## src/rtl/fp_add_if.sv

```systemverilog
`default_nettype none
// ============================================================================
// Module   : fp_add_if
// Brief    : Operand/result handshake bundle for the pipelined FP adder.
//            master = producer/consumer side, slave = adder side.
// Revision : 1.0  initial release
// ============================================================================
interface fp_add_if #(
  parameter int EXP_W = 8,
  parameter int MAN_W = 23
);
  localparam int c_w = 1 + EXP_W + MAN_W;

  logic           in_valid;
  logic           in_ready;
  logic [c_w-1:0] a;
  logic [c_w-1:0] b;
  logic           sub;
  logic           out_valid;
  logic           out_ready;
  logic [c_w-1:0] result;
  logic           flag_ovf;
  logic           flag_unf;
  logic           flag_zero;

  modport master (
    output in_valid, a, b, sub, out_ready,
    input  in_ready, out_valid, result, flag_ovf, flag_unf, flag_zero
  );

  modport slave (
    input  in_valid, a, b, sub, out_ready,
    output in_ready, out_valid, result, flag_ovf, flag_unf, flag_zero
  );
endinterface
`default_nettype wire

```

## src/rtl/fp_add_pipe.sv

```systemverilog
`default_nettype none
// ============================================================================
// Module   : fp_add_pipe
// Brief    : Four-stage floating-point adder/subtractor (unpack/swap, align,
//            add, normalise/round/pack) with global-stall valid/ready flow.
//            Denormal inputs flush to zero; exponent all-ones overflows.
//            Macro FP_ADD_ROUND_EN: round-to-nearest-even when defined,
//            truncation toward zero when undefined.
// Revision : 1.0  initial release
// ============================================================================
module fp_add_pipe #(
  parameter int EXP_W = 8,
  parameter int MAN_W = 23
) (
  input  logic     clk,
  input  logic     rst_n,
  fp_add_if.slave  bus
);
  localparam int c_w   = 1 + EXP_W + MAN_W;
  localparam int c_xw  = MAN_W + 4;                  // hidden+fraction+G+R+S
  localparam int c_lzw = $clog2(MAN_W + 5);
  localparam int c_ew  = ((EXP_W > c_lzw) ? EXP_W : c_lzw) + 2;
  localparam logic signed [c_ew-1:0] c_one     = c_ew'(1);
  localparam logic signed [c_ew-1:0] c_zero    = '0;
  localparam logic signed [c_ew-1:0] c_exp_ovf = c_ew'((1 << EXP_W) - 1);

  logic w_adv;
  assign w_adv        = !bus.out_valid || bus.out_ready;
  assign bus.in_ready = w_adv;

  // ---------------- S1: unpack, flush, compare, swap ----------------
  logic [EXP_W-1:0] w_ea, w_eb;
  logic [MAN_W:0]   w_ma, w_mb;
  logic             w_sa, w_sb, w_a_ge_b;
  assign w_ea     = bus.a[c_w-2 -: EXP_W];
  assign w_eb     = bus.b[c_w-2 -: EXP_W];
  assign w_ma     = (w_ea == '0) ? '0 : {1'b1, bus.a[MAN_W-1:0]};
  assign w_mb     = (w_eb == '0) ? '0 : {1'b1, bus.b[MAN_W-1:0]};
  assign w_sa     = bus.a[c_w-1];
  assign w_sb     = bus.b[c_w-1] ^ bus.sub;
  assign w_a_ge_b = {w_ea, w_ma} >= {w_eb, w_mb};

  logic             r1_valid, r1_sign, r1_eff_sub;
  logic [EXP_W-1:0] r1_exp_l, r1_exp_s;
  logic [MAN_W:0]   r1_man_l, r1_man_s;

  // Capture the swapped operand pair so L always holds the larger magnitude.
  always_ff @(posedge clk) begin
    if (!rst_n) begin
      r1_valid <= 1'b0;
    end else if (w_adv) begin
      r1_valid   <= bus.in_valid;
      r1_sign    <= w_a_ge_b ? w_sa : w_sb;
      r1_eff_sub <= w_sa ^ w_sb;
      r1_exp_l   <= w_a_ge_b ? w_ea : w_eb;
      r1_exp_s   <= w_a_ge_b ? w_eb : w_ea;
      r1_man_l   <= w_a_ge_b ? w_ma : w_mb;
      r1_man_s   <= w_a_ge_b ? w_mb : w_ma;
    end
  end

  // ---------------- S2: align smaller operand ----------------
  logic [EXP_W-1:0]         w_diff;
  logic [2*(MAN_W+3)-1:0]   w_wide, w_shifted;
  logic [c_xw-1:0]          w_s_al;
  assign w_diff    = r1_exp_l - r1_exp_s;
  assign w_wide    = {r1_man_s, 2'b00, {(MAN_W+3){1'b0}}};
  assign w_shifted = w_wide >> w_diff;

  // Upper half is the aligned S with G/R; everything below collapses to sticky.
  always_comb begin
    w_s_al = '0;
    if (32'(w_diff) >= MAN_W + 3)
      w_s_al = {{(MAN_W+3){1'b0}}, |r1_man_s};
    else
      w_s_al = {w_shifted[2*(MAN_W+3)-1 -: (MAN_W+3)], |w_shifted[MAN_W+2:0]};
  end

  logic             r2_valid, r2_sign, r2_eff_sub;
  logic [EXP_W-1:0] r2_exp;
  logic [c_xw-1:0]  r2_man_l, r2_man_s;

  // Register the aligned operand pair.
  always_ff @(posedge clk) begin
    if (!rst_n) begin
      r2_valid <= 1'b0;
    end else if (w_adv) begin
      r2_valid   <= r1_valid;
      r2_sign    <= r1_sign;
      r2_eff_sub <= r1_eff_sub;
      r2_exp     <= r1_exp_l;
      r2_man_l   <= {r1_man_l, 3'b000};
      r2_man_s   <= w_s_al;
    end
  end

  // ---------------- S3: magnitude add / subtract ----------------
  logic [c_xw:0] w_sum;
  assign w_sum = r2_eff_sub ? ({1'b0, r2_man_l} - {1'b0, r2_man_s})
                            : ({1'b0, r2_man_l} + {1'b0, r2_man_s});

  logic             r3_valid, r3_sign;
  logic [EXP_W-1:0] r3_exp;
  logic [c_xw:0]    r3_sum;

  // Register the raw sum; L >= S so subtraction never goes negative.
  always_ff @(posedge clk) begin
    if (!rst_n) begin
      r3_valid <= 1'b0;
    end else if (w_adv) begin
      r3_valid <= r2_valid;
      r3_sign  <= r2_sign;
      r3_exp   <= r2_exp;
      r3_sum   <= w_sum;
    end
  end

  // ---------------- S4: normalise, round, pack ----------------
  logic [c_lzw-1:0]        w_lzc;
  logic [c_xw-1:0]         w_norm;
  logic signed [c_ew-1:0]  w_exp_n, w_exp_r;
  logic [MAN_W+1:0]        w_man_r;
  logic                    w_inc, w_unused_bits;
  logic [c_w-1:0]          w_result;
  logic                    w_ovf, w_unf, w_zero;

  // Leading-zero count of the non-carry sum; highest set bit wins.
  always_comb begin
    w_lzc = '0;
    for (int i = 0; i < c_xw; i++)
      if (r3_sum[i]) w_lzc = c_lzw'(c_xw - 1 - i);
  end

  // Carry-out shifts right keeping the lost bit in sticky, else shift left.
  always_comb begin
    w_norm  = '0;
    w_exp_n = $signed({{(c_ew-EXP_W){1'b0}}, r3_exp});
    if (r3_sum[c_xw]) begin
      w_norm  = {r3_sum[c_xw:2], r3_sum[1] | r3_sum[0]};
      w_exp_n = w_exp_n + c_one;
    end else begin
      w_norm  = r3_sum[c_xw-1:0] << w_lzc;
      w_exp_n = w_exp_n - $signed({{(c_ew-c_lzw){1'b0}}, w_lzc});
    end
  end

`ifdef FP_ADD_ROUND_EN
  assign w_inc         = w_norm[2] & (w_norm[1] | w_norm[0] | w_norm[3]);
  assign w_unused_bits = w_man_r[MAN_W];
`else
  assign w_inc         = 1'b0;
  assign w_unused_bits = ^{w_man_r[MAN_W], w_norm[2:0]};
`endif
  assign w_man_r = {1'b0, w_norm[c_xw-1:3]} + {{(MAN_W+1){1'b0}}, w_inc};
  assign w_exp_r = w_man_r[MAN_W+1] ? (w_exp_n + c_one) : w_exp_n;

  // Special-case selection: zero, overflow, flushed underflow, normal pack.
  always_comb begin
    w_result = '0;
    w_ovf    = 1'b0;
    w_unf    = 1'b0;
    w_zero   = 1'b0;
    if (r3_sum == '0) begin
      w_zero = 1'b1;
    end else if (w_exp_r >= c_exp_ovf) begin
      w_result = {r3_sign, {EXP_W{1'b1}}, {MAN_W{1'b0}}};
      w_ovf    = 1'b1;
    end else if (w_exp_r <= c_zero) begin
      w_unf = 1'b1;
    end else begin
      w_result = {r3_sign, w_exp_r[EXP_W-1:0],
                  w_man_r[MAN_W+1] ? {MAN_W{1'b0}} : w_man_r[MAN_W-1:0]};
    end
  end

  // Output register: holds while stalled, loads only real operations.
  always_ff @(posedge clk) begin
    if (!rst_n) begin
      bus.out_valid <= 1'b0;
      bus.result    <= '0;
      bus.flag_ovf  <= 1'b0;
      bus.flag_unf  <= 1'b0;
      bus.flag_zero <= 1'b0;
    end else if (w_adv) begin
      bus.out_valid <= r3_valid;
      if (r3_valid) begin
        bus.result    <= w_result;
        bus.flag_ovf  <= w_ovf;
        bus.flag_unf  <= w_unf;
        bus.flag_zero <= w_zero;
      end
    end
  end
endmodule
`default_nettype wire

```

## src/flat_wrapper.sv

```systemverilog
// flat-port wrapper written by rule: the top's interface ports become plain ports
module fp_add_pipe_flat 
#(
  parameter int EXP_W = 8,
  parameter int MAN_W = 23
)
  (clk, rst_n, bus_in_valid, bus_a, bus_b, bus_sub, bus_out_ready, bus_in_ready, bus_out_valid, bus_result, bus_flag_ovf, bus_flag_unf, bus_flag_zero);
  fp_add_if #(.EXP_W(EXP_W), .MAN_W(MAN_W)) bus_i ();
  input  logic clk;
  input  logic rst_n;
  input wire logic [$bits(bus_i.in_valid)-1:0] bus_in_valid;
  input wire logic [$bits(bus_i.a)-1:0] bus_a;
  input wire logic [$bits(bus_i.b)-1:0] bus_b;
  input wire logic [$bits(bus_i.sub)-1:0] bus_sub;
  input wire logic [$bits(bus_i.out_ready)-1:0] bus_out_ready;
  output wire logic [$bits(bus_i.in_ready)-1:0] bus_in_ready;
  output wire logic [$bits(bus_i.out_valid)-1:0] bus_out_valid;
  output wire logic [$bits(bus_i.result)-1:0] bus_result;
  output wire logic [$bits(bus_i.flag_ovf)-1:0] bus_flag_ovf;
  output wire logic [$bits(bus_i.flag_unf)-1:0] bus_flag_unf;
  output wire logic [$bits(bus_i.flag_zero)-1:0] bus_flag_zero;
  assign bus_i.in_valid = bus_in_valid;
  assign bus_i.a = bus_a;
  assign bus_i.b = bus_b;
  assign bus_i.sub = bus_sub;
  assign bus_i.out_ready = bus_out_ready;
  assign bus_in_ready = bus_i.in_ready;
  assign bus_out_valid = bus_i.out_valid;
  assign bus_result = bus_i.result;
  assign bus_flag_ovf = bus_i.flag_ovf;
  assign bus_flag_unf = bus_i.flag_unf;
  assign bus_flag_zero = bus_i.flag_zero;
  fp_add_pipe #(.EXP_W(EXP_W), .MAN_W(MAN_W)) u_core (.clk(clk), .rst_n(rst_n), .bus(bus_i));
endmodule
```

## config.mk

```make
export PLATFORM = sky130hd
export DESIGN_NAME = fp_add_pipe_flat
export DESIGN_NICKNAME = d
export VERILOG_FILES = /design/src/rtl/fp_add_if.sv /design/src/rtl/fp_add_pipe.sv /design/src/flat_wrapper.sv
export SDC_FILE = /design/constraint.sdc
export NUM_CORES = 1
export LEC_CHECK = 0
export ABC_AREA = 1
export CORE_ASPECT_RATIO = 1.25
export CORE_UTILIZATION = 30
export DETAILED_ROUTE_END_ITERATION = 10
export GPL_TIMING_DRIVEN = 0
export PLACE_DENSITY = 0.5
export SKIP_CTS_REPAIR_TIMING = 1
export SLEW_MARGIN = 20
export SYNTH_ARGS = -nofsm -noshare
export SYNTH_HDL_FRONTEND = slang
export SYNTH_SLANG_ARGS = --single-unit
```

## constraint.sdc

```tcl
create_clock -name clk -period 11.3 [get_ports clk]
set_clock_uncertainty 0.2 [all_clocks]
set_input_delay 2.26 -clock clk [delete_from_list [all_inputs] [get_ports clk]]
set_output_delay 2.26 -clock clk [all_outputs]
set_load 0.03 [all_outputs]
```

==> impl_metrics.csv <==
group,metric,value,unit
route,via_per_inst,4.83,
pwr,p_leak,0.00741,uW
worst_setup_path,cp_max_fo,10,
grt,track_usage,18.7,%
place,port_buffers,105,
route,wire_per_inst,16.8,um
clock_network,clk_latency,540,ps
floorplanning,dieHeight,246,um
worst_setup_path,cp.arrival,6710,ps
floorplanning,dieWidth,197,um
clock_network,cts-buffers-inserted,24,
grt,grt_pass1_wl,69.9,mm
finish,antenna_cells,0,
pwr,power,2820,uW
clock_network,path_clk_slew,60,ps
finish,fin_cells,2689,
finish,drive_above_1_share,3.95,%
worst_setup_path,cp.required,11320,ps
floorplanning,row_count,89,
logic_synthesis,synth_edf_count,164,
logic_synthesis,synth_compound_area_share,14.3,%
clock_network,cts_tree,"built",
logic_synthesis,ys_seq_area_share,40.0,%
timing,maxSlewHeadroom,45.2,%
place,gp_congestion,0.951,
worst_setup_path,critPathLaunchType,"input port",
route,drt_iter0_drc,619,
floorplanning,pin_count,106,
clock_network,clock_path_buffers,3,
grt,grt_pass1_vias,13100,
logic_synthesis,synth_simple_gate_area_share,26.0,%
route,drc,0,
floorplanning,core_area,47100,um2
logic_synthesis,syn_area,14300,um2
min_path,min_path_type,"register to register",
finish,layout_commonest_cell,"nand2_1",
logic_synthesis,yosys_register_bits,203,
timing,fin_crit_sh,59.2,%
logic_synthesis,ys_warn_count,0,
logic_synthesis,yosysTopAreaCell,"edfxtp_1",
grt,grt_max_degree,30,
clock_network,h-tree-depth,1,
logic_synthesis,muxShareOfSynthArea,0.421,%
finish,nNetsFinal,2202,
timing,rsz0062_at_grt,"false",
outcome,status,"finished clean",
route,vias,13000,
logic_synthesis,synth_top_cell_area_share,34.5,%
pwr,power_density,166,nW/um2
worst_setup_path,ff2ff_path_depth,29,
worst_setup_path,cp-end-kind,"register",
finish,area_delta_synth_final,19.2,%
timing,post-route-min-period,6690,ps
logic_synthesis,postSynthAreaPerCell,7.52,um2
pwr,vdd_drop_max,0.0935,mV
place,dp_hpwl,38.1,mm
floorplanning,dieArea,48500,um2
grt,gr-total-overflow,0,
timing,setup_viol,0,
finish,final_cell_mix,"nand2_1 (522), inv_1 (213), nand3_1 (172)",
min_path,min_path_cells,0,
logic_synthesis,synth_cell_type_count,56,
worst_setup_path,path_class,"input port to register",
grt,antenna_found_initial,0,
route,dr.pass1.iters,5,
logic_synthesis,syn_nets,2065,
logic_synthesis,async_flop_share,0,%
route,drtAntennaViolNets,0,
logic_synthesis,yosys.area_share.adder,8.66,%
clock_network,cts_sinks,203,
timing,final_max_slew_viol_count,0,
logic_synthesis,synth_top_family_by_area,"simple AND/OR/NAND/NOR gates",
timing,hold_violations,0,
job,maxCapViolations,0,
logic_synthesis,yosys.area_share.xor_xnor,2.21,%
logic_synthesis,synthCells,1899,
timing,worst_slew_pin_slew,816,ps
timing,clock.fmax,0.150,GHz
logic_synthesis,synth_ff_type,"edfxtp_1",
place,dp_cells,2647,
logic_synthesis,ys_top_cells_by_area,"edfxtp_1 (35%), nand2_1 (14%), ha_1 (8.2%)",
clock_network,clockRootBuffer,"clkbuf_16",
floorplanning,initial_utilization,30.3,%
route,finalWirelength,45.1,mm
## critical path, cell delays in order
cell and delay [ps]:
clkdlybuf4s50_1 490, nor4_1 340, nand2_1 310, inv_1 230, clkbuf_1 460, nor2_1 120
ha_1 320, nand2_1 60, inv_1 60, nand3_1 110, nor3_1 200, nand2_1 90
o2111ai_1 80, nand2_1 70, nand3_1 370, clkinv_1 420, clkbuf_1 370, nand2_1 130
nand2_1 190
## area by class of cell
class,count,area [um2]
Fill cell,5056,30100
Sequential cell,203,5710
Inverter,224,843
Clock buffer,29,641
Tap cell,637,797
Buffer,81,355
Timing Repair Buffer,111,1170
Clock inverter,13,131
Multi-Input combinational cell,1391,7380
## Yosys cell counts, drive strengths merged (3+ instances only)
cell type  instances
nand2            531
mux2i              6
fa                 3
o221ai             4
a21boi             7
buf               19
nand3            172
nand4             22
o21bai             3
edfxtp           164
o211ai             5
o21ai            145
nor3              16
nor2             129
dfxtp             39
clkbuf            62
a31oi             10
ha                94
nor4              13
o2bb2ai            6
clkinv             7
o31ai             10
inv              217
xor2              35
a21oi            127
o22ai             33
## logic make-up (layout without fill, tap and decap cells)
logic type / Yosys count / after routing
multiplexers: 6 / 6
AO/OA/AOI/OAI: 363 / 363
adder cells (fa/ha/maj): 97 / 97
AND/OR/NAND/NOR: 889 / 889
flip-flops: 203 / 203
buffers and inverters: 305 / 458
XOR/XNOR: 36 / 36
## power breakdown
group	internal (uW)	switching (uW)	total [uW]
logic	355	742	1100
registers	909	52.1	961
clock network	449	312	762
## flip-flops by register name (all words and copies together), names as in the netlist, 8 cells and up
signal and count:
u_core.bus.result 32, u_core.r3_sum 28, u_core.r2_man_s 27, u_core.r1_man_l 24, u_core.r1_man_s 24, u_core.r2_man_l 24, u_core.r1_exp_l 8, u_core.r1_exp_s 8
u_core.r2_exp 8, u_core.r3_exp 8
## final timing paths
path	startpoint	to	slack (ps)
setup reg to reg	u_core.r3_sum[1]	u_core.bus.result[16]	5160
setup / recovery	bus_a[27]	u_core.r1_sign	4610
hold reg to reg	u_core.r1_man_l[15]	u_core.r2_man_l[18]	210
hold / removal	u_core.r1_man_l[15]	u_core.r2_man_l[18]	210
## metal layers
| layer | global-route usage, % | part of all wire [%] | vias to the layer above | wire, um |
|---|---|---|---|---|
| li1 | - | - | 6695 | - |
| met1 | 18.6 | 37 | 5909 | 16900 |
| met2 | 37.3 | 54 | 287 | 24400 |
| met3 | 1.69 | 2.7 | 102 | 1210 |
| met4 | 10.5 | 5.8 | 0 | 2610 |
| met5 | 0 | 0 | - | 0 |
## per-stage QoR
step	setup WS, ps	TNS, ps	hold WS [ps]	util, %	instance area [um2]
global placement	-2500	-406670	204	34.2	16100
CTS	4540	0	212	36.1	17000
detailed placement	3970	0	205	34.5	16200
global route	4320	0	217	36.1	17000
floorplan	1080	0	200	-	14300
finish	4610	0	214	36.1	17000
No activity file was read; power rests on OpenSTA's default activity.
